===== src/rtl/instr_seq_if.sv =====
// Load, control and instruction-launch signals of the instruction sequencer.
// The bench or host drives through master; the sequencer uses slave.
interface instr_seq_if;
    logic        ld_en;
    logic [3:0]  ld_addr;
    logic [13:0] ld_word;
    logic [3:0]  prog_len;
    logic        start;
    logic        Done;
    logic        Run;
    logic [1:0]  Rx;
    logic [1:0]  Ry;
    logic [1:0]  Fun;
    logic [7:0]  Data;
    logic        busy;
    logic [3:0]  pc;
    logic        err;

    modport master (
        output ld_en, ld_addr, ld_word, prog_len, start, Done,
        input  Run, Rx, Ry, Fun, Data, busy, pc, err
    );

    modport slave (
        input  ld_en, ld_addr, ld_word, prog_len, start, Done,
        output Run, Rx, Ry, Fun, Data, busy, pc, err
    );
endinterface


===== src/rtl/instr_seq.sv =====
// Instruction sequencer: 16x14 program memory issued one word at a time,
// each launch waiting for Done from the datapath with a timeout.
module instr_seq #(
    parameter int unsigned TIMEOUT = 15
) (
    input  logic       clk,
    input  logic       reset,
    instr_seq_if.slave bus
);
    typedef enum logic [1:0] {IDLE, ISSUE, WAIT, ERR} state_e;

    localparam logic [7:0] TMO_LAST = 8'(TIMEOUT - 1);

    state_e      state_q, state_d;
    logic [13:0] mem_q [16];
    logic [13:0] ins_q, ins_d;
    logic [3:0]  pc_q, pc_d;
    logic [3:0]  last_q, last_d;
    logic [7:0]  cnt_q, cnt_d;
    logic        busy_q, busy_d;
    logic        err_q, err_d;
    logic        run_q, run_d;
    logic        at_last, tmo;

    assign at_last = (pc_q == last_q);
    // Timeout fires on the TIMEOUT-th Done-less WAIT cycle; Done wins a tie.
    assign tmo     = (cnt_q == TMO_LAST);

    always_ff @(posedge clk) begin
        if (bus.ld_en && state_q == IDLE) begin
            mem_q[bus.ld_addr] <= bus.ld_word;
        end
    end

    always_ff @(posedge clk or negedge reset) begin
        if (!reset) begin
            state_q <= IDLE;
            ins_q   <= '0;
            pc_q    <= '0;
            last_q  <= '0;
            cnt_q   <= '0;
            busy_q  <= 1'b0;
            err_q   <= 1'b0;
            run_q   <= 1'b0;
        end else begin
            state_q <= state_d;
            ins_q   <= ins_d;
            pc_q    <= pc_d;
            last_q  <= last_d;
            cnt_q   <= cnt_d;
            busy_q  <= busy_d;
            err_q   <= err_d;
            run_q   <= run_d;
        end
    end

    always_comb begin
        state_d = state_q;
        unique case (state_q)
            IDLE:    if (bus.start) state_d = ISSUE;
            ISSUE:   state_d = WAIT;
            WAIT: begin
                if (bus.Done) begin
                    state_d = at_last ? IDLE : ISSUE;
                end else if (tmo) begin
                    state_d = ERR;
                end
            end
            ERR:     if (bus.start) state_d = ISSUE;
            default: state_d = IDLE;
        endcase
    end

    always_comb begin
        ins_d  = ins_q;
        pc_d   = pc_q;
        last_d = last_q;
        cnt_d  = cnt_q;
        busy_d = busy_q;
        err_d  = err_q;
        run_d  = 1'b0;
        unique case (state_q)
            IDLE, ERR: begin
                if (bus.start) begin
                    last_d = bus.prog_len;
                    pc_d   = '0;
                    busy_d = 1'b1;
                    err_d  = 1'b0;
                end
            end
            ISSUE: begin
                ins_d = mem_q[pc_q];
                run_d = 1'b1;
                cnt_d = '0;
            end
            WAIT: begin
                if (bus.Done) begin
                    if (at_last) begin
                        busy_d = 1'b0;
                        pc_d   = '0;
                    end else begin
                        pc_d = pc_q + 4'd1;
                    end
                end else if (tmo) begin
                    err_d  = 1'b1;
                    busy_d = 1'b0;
                end else begin
                    cnt_d = cnt_q + 8'd1;
                end
            end
            default: ;
        endcase
    end

    assign bus.Run  = run_q;
    assign bus.Fun  = ins_q[13:12];
    assign bus.Rx   = ins_q[11:10];
    assign bus.Ry   = ins_q[9:8];
    assign bus.Data = ins_q[7:0];
    assign bus.busy = busy_q;
    assign bus.pc   = pc_q;
    assign bus.err  = err_q;
endmodule


===== src/flat_wrapper.sv =====
// flat-port wrapper written by rule: the top's interface ports become plain ports
module instr_seq_flat 
#(
    parameter int unsigned TIMEOUT = 15
)
  (clk, reset, bus_ld_en, bus_ld_addr, bus_ld_word, bus_prog_len, bus_start, bus_Done, bus_Run, bus_Rx, bus_Ry, bus_Fun, bus_Data, bus_busy, bus_pc, bus_err);
  instr_seq_if bus_i ();
  input  logic clk;
  input  logic reset;
  input wire logic [$bits(bus_i.ld_en)-1:0] bus_ld_en;
  input wire logic [$bits(bus_i.ld_addr)-1:0] bus_ld_addr;
  input wire logic [$bits(bus_i.ld_word)-1:0] bus_ld_word;
  input wire logic [$bits(bus_i.prog_len)-1:0] bus_prog_len;
  input wire logic [$bits(bus_i.start)-1:0] bus_start;
  input wire logic [$bits(bus_i.Done)-1:0] bus_Done;
  output wire logic [$bits(bus_i.Run)-1:0] bus_Run;
  output wire logic [$bits(bus_i.Rx)-1:0] bus_Rx;
  output wire logic [$bits(bus_i.Ry)-1:0] bus_Ry;
  output wire logic [$bits(bus_i.Fun)-1:0] bus_Fun;
  output wire logic [$bits(bus_i.Data)-1:0] bus_Data;
  output wire logic [$bits(bus_i.busy)-1:0] bus_busy;
  output wire logic [$bits(bus_i.pc)-1:0] bus_pc;
  output wire logic [$bits(bus_i.err)-1:0] bus_err;
  assign bus_i.ld_en = bus_ld_en;
  assign bus_i.ld_addr = bus_ld_addr;
  assign bus_i.ld_word = bus_ld_word;
  assign bus_i.prog_len = bus_prog_len;
  assign bus_i.start = bus_start;
  assign bus_i.Done = bus_Done;
  assign bus_Run = bus_i.Run;
  assign bus_Rx = bus_i.Rx;
  assign bus_Ry = bus_i.Ry;
  assign bus_Fun = bus_i.Fun;
  assign bus_Data = bus_i.Data;
  assign bus_busy = bus_i.busy;
  assign bus_pc = bus_i.pc;
  assign bus_err = bus_i.err;
  instr_seq #(.TIMEOUT(TIMEOUT)) u_core (.clk(clk), .reset(reset), .bus(bus_i));
endmodule

===== config.mk =====
export PLATFORM = sky130hd
export DESIGN_NAME = instr_seq_flat
export DESIGN_NICKNAME = d
export VERILOG_FILES = /design/src/rtl/instr_seq_if.sv /design/src/rtl/instr_seq.sv /design/src/flat_wrapper.sv
export SDC_FILE = /design/constraint.sdc
export NUM_CORES = 1
export LEC_CHECK = 0
export BUFFER_PORTS_ARGS = -buffer_cell sky130_fd_sc_hd__buf_2
export CORE_ASPECT_RATIO = 1.1
export CORE_MARGIN = 5
export CORE_UTILIZATION = 25
export CTS_CLUSTER_DIAMETER = 60
export DETAILED_ROUTE_END_ITERATION = 8
export GPL_TIMING_DRIVEN = 0
export PLACE_DENSITY = 0.44
export SETUP_SLACK_MARGIN = 0.2
export SLEW_MARGIN = 0
export SYNTH_ARGS = -nofsm -noshare
export SYNTH_HDL_FRONTEND = slang
export SYNTH_SLANG_ARGS = --single-unit

===== constraint.sdc =====
create_clock -name clk -period 5.85 [get_ports clk]
set_input_delay 0 -clock clk [delete_from_list [all_inputs] [get_ports clk]]
set_output_delay 0 -clock clk [all_outputs]
set_load 0.1 [all_outputs]

; Yosys cells after proc, flatten, opt, wreduce, memory -nomap -nowiden
; Memory sizes are Yosys's and may differ from the RTL's. A register that Yosys moved wholly into a read port is not among the register bits.
; Index checks and enable logic that the tools add are counted.
[op_classes]
reduce_logical = 12
n_addsub = 2
n_eq_ne = 12
muxes = 24
[ops]
columns = op, count
row1 = $mux W8, 2
row2 = $pmux W8 S2, 1
row3 = $mux W4, 3
row4 = $mux W1, 11
row5 = $add A8 B1 Y8 const B, 1
row6 = $eq A8 B4 Y1 const B, 1
row7 = $pmux W4 S2, 1
row8 = $reduce_and A4 Y1, 2
row9 = $mux W2, 3
row10 = $ne A2 B2 Y1 const B, 3
row11 = $ne A3 B2 Y1 const B, 2
row12 = $pmux W2 S3, 1
row13 = $reduce_and A3 Y1, 2
row14 = $add A4 B1 Y4 const B, 1
row15 = $eq A2 B2 Y1 const B, 2
row16 = $eq A4 B4 Y1, 1
row17 = $ne A2 B1 Y1 const B, 2
row18 = $pmux W1 S2, 2
row19 = $reduce_and A2 Y1, 2
row20 = $reduce_bool A2 Y1, 2
row21 = $eq A2 B1 Y1 const B, 1
row22 = $logic_not A2 Y1, 1
row23 = $reduce_or A2 Y1, 1
row24 = $logic_and A1 B1 Y1, 1
row25 = $logic_not A1 Y1, 1
[totals]
ramBits = 224
elab_cells = 58
regBits = 21
output_inout_bits = 21
mem_count = 1
in_bits = 27
[memory_table]
columns = memory, words, word_bits, read_ports, rd_clocked_by_memory_dff, wr, line_no
row1 = u_core.mem_q, 16, 14, 1, 1, 1, instr_seq.sv:15  ; logic [13:0] mem_q [16];

; Depth between registers and ports, before layout
[logic_depth]
ltp_word = 4
mapped_depth = 8

; Worst setup path before layout
; No wires, ideal clock.
[synth_timing]
kind = reg-to-reg
from = register u_core.state_q[0]
to = memory u_core.mem_q[0][0] (enable)
stages_incl_launch_ff = 6
slack_ps = 3389
setup_time_ps = 403
arrival_ps = 2058
path_buffers = 0
required_time_ps = 5447
path_cell_list = dfrtp_1 -> inv_1 -> ha_1 -> nand2_1 -> or3_1 -> nor3_1
[synth_via]
elab_chain_cells = 4
[synth_lines]
columns = element, line_no
row1 = start: declaration, instr_seq.sv:14  ; state_e state_q, state_d;
row2 = start signal: assignment, instr_seq.sv:46  ; state_q <= state_d;
row3 = $logic_not A2 Y1, instr_seq.sv:30  ; if (bus.ld_en && state_q == IDLE) begin
row4 = $logic_and A1 B1 Y1, instr_seq.sv:30
row5 = $mux W1, instr_seq.sv:30
row6 = $mux W1 (implied by the code), instr_seq.sv:31  ; mem_q[bus.ld_addr] <= bus.ld_word;
row7 = end: declaration, instr_seq.sv:15
; Every way passes these cells.

; Worst setup path in the final report
[layout_timing]
from = register u_core.state_q[0]
to = memory u_core.mem_q[4][13] (enable)
; Same word-level chain as after synthesis.

==> results.yml <==
floorplanning:
  ios: 48
  core_area_um2: 41000
  dieArea_um2: 45200
  die_x_um: 203
  start_util_pct: 25.1
  die_h_um: 223
  rows: 78
placement:
  dpl_worst_slack_ns: 3.39
  place.gp.congestion: 0.828
  port_buffers: 46
  placed_cells: 1105
  dp_hpwl_um: 16500
sta:
  skew_ns: 0.0101
  fin_crit_sh_pct: 42.3
  setup_viol: 0
  fin_crit_ns: 2.47
  fmax_ghz: 0.405
  whs_ns: 0.0429
  slew_headroom_pct: 36.1
  slew_viol_final: 0
  tns_ns: 0
  hold_viol: 0
  rsz0062_at_grt: "no"
  worst_pin_slew_ns: 0.957
  setup_slack_ns: 3.38
finish:
  final_common_cell: "edfxtp_1"
  area_growth_pct: 21.0
  diodes: 0
  final_cell_mix: "224 x edfxtp_1, 56 x buf_2, 35 x dfrtp_1"
  num-nets-final: 671
  drive_above_1_share_pct: 27.2
  layout.cells.non_filler: 1179
setup_path:
  critPathKind: "flop to flop"
  crit_fanout: 5
  critPathArrivalTime_ns: 2.67
  worstPathRequired_ns: 6.05
  start_kind: "flop"
  reg2regPathDepth: 7
  cp-end-kind: "flop"
synthesis:
  synthArstFlopShare_pct: 13.5
  synth-edff-count: 224
  ys_warn_count: 0
  syn-num-nets: 560
  syn-cell-area_um2: 10300
  yosysSeqAreaShare_pct: 74.0
  yosysTopAreaCellShare_pct: 65.5
  synth_top_flop_cell: "edfxtp_1"
  ys_ff_latch: 259
  synth_cell_type_count: 42
  postSynthAreaPerCell_um2: 19.5
  syn_inst: 527
  synth_area_leaders: "edfxtp_1 65%, dfrtp_1 8.5%, mux4_2 7.0%, mux4_1 6.1%, o22ai_1 1.8%"
  netlist.top_cell.by_area: "edfxtp_1"
min_path:
  hold_depth: 4
  hp-class: "input pin to flop"
cts:
  cts_made_buffers: 28
  clk_pin_slew_ns: 0.06
  cts_num_sinks: 259
  clk_latency_ns: 0.54
  post_cts_resized: 0
  cts_max_level: 1
  cts_root_buf: "clkbuf_16"
  cts_tree: "yes"
  clockBufferDepth: 3
run:
  max_cap_viol_count: 0
route:
  drc: 0
  wl_per_cell_um: 20.4
  vias: 5245
  drt-initial-drc-count: 270
  drt_wl_total_um: 24100
  detail-route-antenna-nets: 0
  vias_per_cell: 4.45
  drt_pre_antenna_iters: 4
grt:
  grt_antenna_before_repair: 0
  grt_usage_pct: 10.5
  grt_max_degree: 36
  grt_pass1_vias: 5658
  overflow: 0
  grt_pass1_wl_um: 35800
pwr:
  powerDensity_nw_per_um2: 407
  ir_worst_vdd_mv: 0.348
  leakage_nw: 4.10
status:
  status: "completed"
==> stage by stage <==
step | total power, mW | instance area, um2 | utilization [%]
CTS | 5.11 | 12400 | 30.3
finish | 5.05 | 12400 | 30.3
global placement | 3.44 | 11200 | 27.2
detailed placement | 3.47 | 11400 | 27.7
floorplan | 3.14 | 10300 | -
global route | 5.27 | 12400 | 30.3
==> synthesized netlist by cell type (8+ instances only) <==
library cell,n
inv_1,8
nor2_1,24
mux4_1,24
buf_2,10
mux4_2,32
clkbuf_1,8
mux2_2,15
a21oi_1,19
nand2_1,27
edfxtp_1,224
o22ai_1,30
dfrtp_1,35
==> flip-flops by register name (all words and copies together), names as in the netlist, 2 cells and up <==
register	cells
u_core.state_q	2
u_core.mem_q	224
u_core.bus.pc	4
u_core.ins_q	14
u_core.last_q	4
u_core.cnt_q	8
==> final cells by class <==
type / count / area, um2
clock buffers: 39 / 742
well taps: 520 / 651
multi-input cells: 234 / 2530
flip-flops and latches: 259 / 7600
repair buffers: 81 / 618
plain buffers: 26 / 155
fillers: 4019 / 28600
inverters: 8 / 30.0
clock inverters: 12 / 95.1
==> path summary, 6_finish.rpt <==
check	from	end	slack, ns
setup reg to reg	u_core.state_q[0]	u_core.mem_q[4][13]	3.38
setup / recovery	u_core.state_q[0]	u_core.mem_q[4][13]	3.38
min in group asynchronous	reset	u_core.last_q[0]	0.13
hold / removal	bus_start	u_core.last_q[0]	0.04
max in group asynchronous	reset	u_core.ins_q[4]	5.18
hold reg to reg	u_core.last_q[2]	u_core.last_q[2]	0.50
==> per-layer routing <==
metal,vias up,share of wire (%),GRT usage (%)
met3,32,4.0,1.91
met5,-,0,0
met1,2720,45,14.1
li1,2392,-,-
met4,0,1.7,2.05
met2,101,49,17.9
==> kinds of logic (layout without fill, tap and decap cells) <==
| logic type | after synthesis | after routing | synth area share, % |
|---|---|---|---|
| multiplexers | 71 | 71 | 14.8 |
| buffers and inverters | 34 | 166 | 1.80 |
| AO/OA/AOI/OAI | 70 | 70 | 4.37 |
| flip-flops | 259 | 259 | 74.0 |
| AND/OR/NAND/NOR | 78 | 78 | 3.52 |
| adder cells (fa/ha/maj) | 6 | 6 | 0.731 |
| XOR/XNOR | 9 | 9 | 0.767 |
==> critical path, stage by stage, from the launching register on <==
cell           delay (ns)
dfrtp_1              0.40
inv_1                0.12
ha_1                 0.21
nand2_1              0.09
nor2_1               0.09
nand2_1              0.16
nor3_2               0.30
dlygate4sd3_1        0.78
==> repair_timing <==
action	CTS	global route
setup buffers	0	0
hold buffers	23	0
hold endpoints to repair	294	0
==> report_power, final <==
group | leakage, nW | total [mW] | internal (mW) | switching [mW]
combinational | 1.25 | 1.22 | 0.340 | 0.885
clock | 0.409 | 1.61 | 0.928 | 0.683
sequential | 2.44 | 2.22 | 2.12 | 0.0953
Note: power is estimated with default switching activity, not from simulation.
